### src/rtl/mux16_select_pkg.sv
// Shared constants for the 16-to-1 registered selector and its 4-to-1 building block.
package mux16_select_pkg;
    localparam int unsigned NUM_LANES = 16;
    localparam int unsigned SEL_W     = 4;
    localparam int unsigned LVL_FANIN = 4;
endpackage

### src/rtl/mux16_select_mux4_lane.sv
// Combinational 4-to-1 lane selector. It is the building block for both levels of the selector tree.
module mux4_lane
    import mux16_select_pkg::*;
#(
    parameter int unsigned DATA_W = 1
) (
    input  logic [LVL_FANIN*DATA_W-1:0] lanes_i,
    input  logic [1:0]                  sel_i,
    output logic [DATA_W-1:0]           out_o
);

    always_comb begin
        out_o = '0;
        case (sel_i)
            2'd0:    out_o = lanes_i[0*DATA_W +: DATA_W];
            2'd1:    out_o = lanes_i[1*DATA_W +: DATA_W];
            2'd2:    out_o = lanes_i[2*DATA_W +: DATA_W];
            default: out_o = lanes_i[3*DATA_W +: DATA_W];
        endcase
    end

endmodule

### src/rtl/mux16_select.sv
// Registered 16-to-1 selector. It is built as a two-level tree of 4-to-1 stages.
// PIPE=1 adds a register between the two levels.
module mux16_select
    import mux16_select_pkg::*;
#(
    parameter int unsigned DATA_W = 1,
    parameter int unsigned PIPE   = 0
) (
    input  logic                        clk,
    input  logic                        rst,
    input  logic                        in_valid,
    input  logic [NUM_LANES*DATA_W-1:0] in,
    input  logic [SEL_W-1:0]            sel,
    output logic                        out_valid,
    output logic [DATA_W-1:0]           out
);

    localparam int unsigned GRP_W = LVL_FANIN * DATA_W;

    logic [LVL_FANIN*DATA_W-1:0] t_flat;
    logic [LVL_FANIN*DATA_W-1:0] stg_t;
    logic [1:0]                  stg_sel;
    logic                        stg_vld;
    logic [DATA_W-1:0]           lvl2;

    logic [DATA_W-1:0] out_q, out_d;
    logic              out_valid_q, out_valid_d;

    genvar g;
    generate
        for (g = 0; g < LVL_FANIN; g++) begin : g_l1
            mux4_lane #(.DATA_W(DATA_W)) u_l1 (
                .lanes_i (in[g*GRP_W +: GRP_W]),
                .sel_i   (sel[1:0]),
                .out_o   (t_flat[g*DATA_W +: DATA_W])
            );
        end

        if (PIPE != 0) begin : g_pipe
            logic [LVL_FANIN*DATA_W-1:0] t_q;
            logic [1:0]                  sel_hi_q;
            logic                        vld_q;

            always_ff @(posedge clk or posedge rst) begin
                if (rst) begin
                    t_q      <= '0;
                    sel_hi_q <= '0;
                    vld_q    <= 1'b0;
                end else begin
                    t_q      <= t_flat;
                    sel_hi_q <= sel[3:2];
                    vld_q    <= in_valid;
                end
            end

            assign stg_t   = t_q;
            assign stg_sel = sel_hi_q;
            assign stg_vld = vld_q;
        end else begin : g_flat
            assign stg_t   = t_flat;
            assign stg_sel = sel[3:2];
            assign stg_vld = in_valid;
        end
    endgenerate

    mux4_lane #(.DATA_W(DATA_W)) u_l2 (
        .lanes_i (stg_t),
        .sel_i   (stg_sel),
        .out_o   (lvl2)
    );

    // When no valid selection is in flight, the output holds its last value.
    always_comb begin
        out_d       = out_q;
        out_valid_d = stg_vld;
        if (stg_vld) begin
            out_d = lvl2;
        end
    end

    always_ff @(posedge clk or posedge rst) begin
        if (rst) begin
            out_q       <= '0;
            out_valid_q <= 1'b0;
        end else begin
            out_q       <= out_d;
            out_valid_q <= out_valid_d;
        end
    end

    assign out       = out_q;
    assign out_valid = out_valid_q;

endmodule

### config.mk
export PLATFORM = sky130hd
export DESIGN_NAME = mux16_select
export DESIGN_NICKNAME = d
export VERILOG_FILES = /design/src/rtl/mux16_select_pkg.sv /design/src/rtl/mux16_select_mux4_lane.sv /design/src/rtl/mux16_select.sv
export SDC_FILE = /design/constraint.sdc
export NUM_CORES = 1
export LEC_CHECK = 0
export BUFFER_PORTS_ARGS = -buffer_cell sky130_fd_sc_hd__buf_2
export CAP_MARGIN = 5
export CORE_AREA = 3 3 40 42
export CTS_BUF_LIST = sky130_fd_sc_hd__clkbuf_8 sky130_fd_sc_hd__clkbuf_16
export DETAILED_ROUTE_END_ITERATION = 8
export DIE_AREA = 0 0 43 45
export GPL_ROUTABILITY_DRIVEN = 0
export PLACE_DENSITY = 0.57
export SLEW_MARGIN = 30
export SYNTH_ARGS = -nofsm -noshare
export SYNTH_HDL_FRONTEND = slang
export SYNTH_SLANG_ARGS = --single-unit
### constraint.sdc
create_clock -name clk -period 0.8 [get_ports clk]
set_input_delay 0.04 -clock clk [delete_from_list [all_inputs] [get_ports clk]]
set_output_delay 0.04 -clock clk [all_outputs]
set_load 0.005 [all_outputs]
==> results of run 1 <==
## registers in the layout (all words and copies together), names as in the netlist
register / cells
out_valid: 1
out: 1
## per-stage QoR
step | total power (µW) | area [µm²] | utilization | instances | hold WS (ns)
global route | 798 | 569 | 0.443 | 72 | 0.150
CTS | 723 | 508 | 0.395 | 72 | 0.0998
global placement | 297 | 420 | 0.327 | 67 | -0.110
detailed placement | 298 | 420 | 0.327 | 67 | -0.107
finish | 746 | 569 | 0.443 | 72 | 0.117
floorplan | 201 | 255 | - | 24 | -0.219
## critical path, delay by kind of cell
family                 cells  cell delay [ns]
AO/OA/AOI/OAI              3             0.41
buffers and inverters      1             0.13
multiplexers               1             0.30
## cells in the mapped netlist, types with 2 or more instances
master / instances / area share
inv_1: 2 / 0.029
dfrtp_1: 2 / 0.20
nor4b_1: 2 / 0.069
mux2i_1: 6 / 0.24
## power by group through the flow
| stage | sequential, µW | clock (µW) | combinational [µW] |
|---|---|---|---|
| after floorplan | 118 | 0 | 82.8 |
| after global placement | 116 | 0 | 181 |
| after detailed placement | 117 | 0 | 181 |
| after CTS | 116 | 404 | 204 |
| after global routing | 117 | 422 | 259 |
| final | 116 | 393 | 237 |
## final cells by class
class	count	area (µm²)	share of cell area
clock buffers	3	41.3	0.0725
inverters	2	7.51	0.0132
multi-input cells	19	231	0.407
flip-flops and latches	2	50.0	0.0879
well taps	15	18.8	0.0330
repair buffers	31	220	0.387
## per-layer routing
metal,track usage,vias up,part of all wire
li1,-,163,-
met1,0.111,160,0.35
met2,0.162,15,0.53
met3,0.0438,2,0.096
met4,0.0904,0,0.018
met5,0,-,0
## worst paths after layout
kind / startpoint / end / slack, ns / cells after the start
hold reg to reg: out / out / 0.52 / 2
setup / recovery: sel[3] / out / 0.01 / 5
max in group asynchronous: rst / out_valid / 0.46 / 3
setup reg to reg: out / out / 0.13 / 2
hold / removal: in_valid / out / 0.12 / 3
min in group asynchronous: rst / out / 0.23 / 3
## what timing repair did
action,CTS,global route
cloned,0,0
pin swaps,3,3
gates resized for setup,6,12
endpoints found under the hold margin,3,0
setup endpoints to repair,1,1
hold buffers,2,0
## cells by family after synthesis
logic type	count (synthesis)	synth area share
multiplexers	8	0.368
AND/OR/NAND/NOR	6	0.147
AO/OA/AOI/OAI	5	0.216
buffers and inverters	3	0.0735
flip-flops	2	0.196
==> impl_results.md, run 1 <==
* GRT Total Usage at 0.105
* Fmax at ~1300 MHz
* CP max-delay cell: mux2_4
* Status: complete, no violations
* Post-route setup slack at 0.0103 ns
* First-pass GRT wire length at between 1 and 1.5 mm
* IO Pins at 25
* CTS tree: yes
* CTS Buf Count at 3
* Share of cells above drive strength 1 at 0.754
* CP max FO at 2
* Detailed Routing Iterations Pass 1 at 3
* Largest net degree at the start of global routing at 7
* Core ar. at about 0.0013 mm²
* Clk slew on worst S/H paths at about 0.03 ns
* CTS sink count at 2
* Peak supply drop at between 0.4 and 0.5 mV
* Required time of the worst setup path at 0.88 ns
* Synth Area per Inst at ~11 µm²
* Die area at between 0.0015 and 0.002 mm²
* Unique masters post-synth at 16
* Post-synthesis register bit count at 2
* Final clock skew at 0 ns
* Cell Chain, Critical Path: buf_4 > mux2_4 > o31a_4 > o211ai_2 > a21oi_2
* Period utilization at 0.987
* Post-synth ARST share at 1.00
* Final net count at between 80 and 90
* Vias at between 300 and 400
* Clock Power Share at 0.527
* EDFF count, synth at 0
* Critical path startpoint category: input pin
* Antenna cells at 0
* Post-Route WL at about 850 µm
* Site row count at 13
* Setup tns final at 0 ns
* Dpl ws at -0.305 ns
* P_leak at around 0.00029 µW
* H-tree depth at 1
* Clock root buffer: clkbuf_8
* Power share of the combinational group at 0.318
* Largest stage delay, worst path at approximately 0.3 ns
* Commonest non-fill, non-tap cell in the layout: buf_2
* Starting Density at 0.199
* Post-Synthesis Cells at 24
* Hold crit path type: in2reg
* Critical path endpoint category: flop
* Bufs on Longest Clock Path at 2
* Crit path kind: in2reg
* Synthesized net count at 47
* Initial DRC Count at 2
* Number of global-route vias before repair at ~360
* Mapped Area at about 260 µm²
* Post-synthesis sequential area ratio at 0.196
* Grt ovf at 0
* Worst Tran Pin Value at 0.344 ns
* DP Wirelength at between 600 and 700 µm
* Switching share of power at 0.225
* Setup Fix Bufs, Post-CTS at 0
* DIE HEIGHT at roughly 45 µm
* Slew margin rel. at 0.771
* Yosys warning count at 0
* Arr. time, crit path at slightly below 0.9 ns
* DRC violations left at 0
* Drt via density at about 4.7
* Initial antenna violation count at 0
* Internal at approximately 580 µW
* Clock Latency Late Sink at ~0.21 ns
* Post-synth top flop: dfrtp_1
* Area Growth Syn to Fin at 123%
* Die W at roughly 43 µm
* Most frequent cells in the layout: buf_2, mux2i_1, buf_6, clkbuf_8, buf_4
* Sequential power share at 0.155
* # setup viols final at 0
* Final ANT Viol Nets at 0
* RSZ-0062 raised after global routing: true
* Sw Pwr at around 170 µW
* Max-slew violation count at 0
* IO Port Bufs at 24
* Min cycle time layout at 0.790 ns
* Final hold violations at 0
* Cell Pwr Density at roughly 1300 mW/mm²
* Drt wl/cell at 11.8 µm
* MaxCap Viol Count at 0
* Fill cell count at roughly 140
Power figures use the tool's default switching activity.
==> run 2: changes to the inputs <==
--- a/config.mk
+++ b/config.mk
@@ -7,12 +7,14 @@
 export LEC_CHECK = 0
 export BUFFER_PORTS_ARGS = -buffer_cell sky130_fd_sc_hd__buf_2
 export CAP_MARGIN = 5
+export CELL_PAD_IN_SITES_DETAIL_PLACEMENT = 0
+export CELL_PAD_IN_SITES_GLOBAL_PLACEMENT = 1
 export CORE_AREA = 3 3 40 42
 export CTS_BUF_LIST = sky130_fd_sc_hd__clkbuf_8 sky130_fd_sc_hd__clkbuf_16
 export DETAILED_ROUTE_END_ITERATION = 8
 export DIE_AREA = 0 0 43 45
 export GPL_ROUTABILITY_DRIVEN = 0
-export PLACE_DENSITY = 0.57
+export PLACE_DENSITY = 0.75
 export SLEW_MARGIN = 30
 export SYNTH_ARGS = -nofsm -noshare
 export SYNTH_HDL_FRONTEND = slang
==> run 2 against run 1 <==
Combinational power grew 3%. Via count is 4.7% lower. Largest power group unchanged. Critical endpoint unchanged. Count of clock-buffer cells in the layout did not move. First-iteration DRC count fell by 100%. Power decreased by 0.22%. Critical path depth unchanged. Non-clock buffer count unchanged.
==> impl_results.md, run 2 (synthesized netlist as in run 1, its figures left out) <==
* Final Non-Filler Cells at 72
* Crit path kind: in2reg
* Vias at approximately 320
* Share of cells above drive strength 1 at 0.772
* Slew margin rel. at 0.782
* Core ar. at 0.00128 mm²
* Clk slew on worst S/H paths at about 0.030 ns
* WHS at around 0.12 ns
* H-tree depth at 1
* Sw Pwr at roughly 160 µW
* # setup viols final at 0
* Largest stage delay, worst path at roughly 0.29 ns
* Initial DRC Count at 0
* Status: complete, no violations
* Post-Route WL at approximately 930 µm
* Starting Density at 0.199
* Hold crit path type: in2reg
* GRT Total Usage at 0.0950
* Gr busiest metal: met2
* CP delay by family, top: compound AO/OA/AOI/OAI gates
* Final instance area at ~570 µm²
* Site row count at 13
* Commonest non-fill, non-tap cell in the layout: buf_2
* Setup tns final at 0 ns
* CP max FO at 2
* Largest net degree at the start of global routing at 7
* Required time of the worst setup path at a little under 0.9 ns
* Met2 Track Usage GR at 0.180
* Bufs on Longest Clock Path at 2
* Critical path startpoint category: input pin
* Critical path endpoint category: flop
* Grt ovf at 0
* Final net count at 82
* CTS sink count at 2
* DP Wirelength at approximately 740 µm
* Dpl ws at -0.335 ns
* Period utilization at 0.993
* Met1 Usage GRT at 0.0894
* Number of global-route vias before repair at approximately 330
* RSZ-0062 raised after global routing: true
* Initial antenna violation count at 0
* Clock Latency Late Sink at 0.21 ns
* Peak supply drop at roughly 0.34 mV
* IO Pins at 25
* Final ANT Viol Nets at 0
* Cell Chain, Critical Path: buf_2 > mux2_4 > o31a_2 > o211ai_2 > a21oi_2
* IO Port Bufs at 24
* Met3 Track Usage GR at 0.0319
* Power share of the combinational group at 0.326
* Switching share of power at 0.220
* CTS tree: yes
* Most frequent cells in the layout: buf_2, mux2i_1, buf_6, buf_4, clkbuf_8
* Final hold violations at 0
* Arr. time, crit path at just under 0.9 ns
* DRC violations left at 0
* Worst Tran Pin Value at roughly 0.32 ns
* Cell Pwr Density at 1310 mW/mm²
* Sequential power share at 0.156
* CTS Buf Count at 3
* Clock Power Share at 0.517
* Antenna cells at 0
* Detailed Routing Iterations Pass 1 at 1
* Drt via density at 4.50
* Fmax at 1260 MHz
* Area Growth Syn to Fin at 122%
* P_leak at 0.000274 µW
* Die W at around 43 µm
* Final clock skew at 0 ns
* Post-route setup slack at ~0.0054 ns
* MaxCap Viol Count at 0
* First-pass GRT wire length at between 1 and 1.5 mm
* Die area at between 0.0015 and 0.002 mm²
* WP buf/inv at 1
* Min cycle time layout at between 0.7 and 0.8 ns
* Dpl cell area at 420 µm²
* Internal at 581 µW
* Clock root buffer: clkbuf_8
* CP max-delay cell: mux2_4
* Drt wl/cell at ~13 µm
* Max-slew violation count at 0
* DIE HEIGHT at about 45 µm
* Placed instance count at 67
## run 2: per-stage QoR
stage                     utilization  power, µW
after CTS                       0.395        725
after global placement          0.327        297
final                           0.441        745
after detailed placement        0.327        302
after floorplan                     -        201
after global routing            0.441        797
## run 2: repair_timing
item | CTS | global route
buffers inserted | 0 | 0
endpoints found under the setup margin | 1 | 1
pin swaps | 3 | 3
resized for setup | 6 | 11
hold endpoints to repair | 3 | 0
hold buffers | 2 | 0
## run 2: area by class of cell
| cell class | count | area, µm² |
|---|---|---|
| well taps | 15 | 18.8 |
| repair buffers | 31 | 215 |
| multi-input cells | 19 | 234 |
| inverters | 2 | 7.51 |
| flip-flops and latches | 2 | 50.0 |
| clock buffers | 3 | 41.3 |
| fillers | 127 | 718 |
## run 2: worst paths after layout
kind	start	slack [ns]	depth (start not counted)	end
setup reg to reg	out	0.14	2	out
min in group asynchronous	rst	0.23	3	out_valid
setup / recovery	sel[3]	0.005	5	out
max in group asynchronous	rst	0.45	3	out
hold reg to reg	out	0.52	2	out
hold / removal	in_valid	0.12	3	out
## run 2: routing by layer
metal | vias to the layer above | wire length (µm)
li1 | 162 | -
met1 | 150 | 326
met2 | 12 | 539
met3 | 0 | 69
met4 | 0 | 0
met5 | - | 0
## run 2: worst reg2reg max path, delay by kind of cell, from the launching register on
family / cells / cell delay [ns]
flops: 1 / 0.37
compound gates: 1 / 0.04
simple gates: 1 / 0.13
## run 2: power by group through the flow
stage | clock, µW | sequential, µW | combinational, µW
6_report | 385 | 116 | 243
5_1_grt | 417 | 118 | 262
4_1_cts | 401 | 117 | 207
3_5_place_dp | 0 | 118 | 184
3_3_place_gp | 0 | 116 | 181
2_1_floorplan | 0 | 118 | 82.8
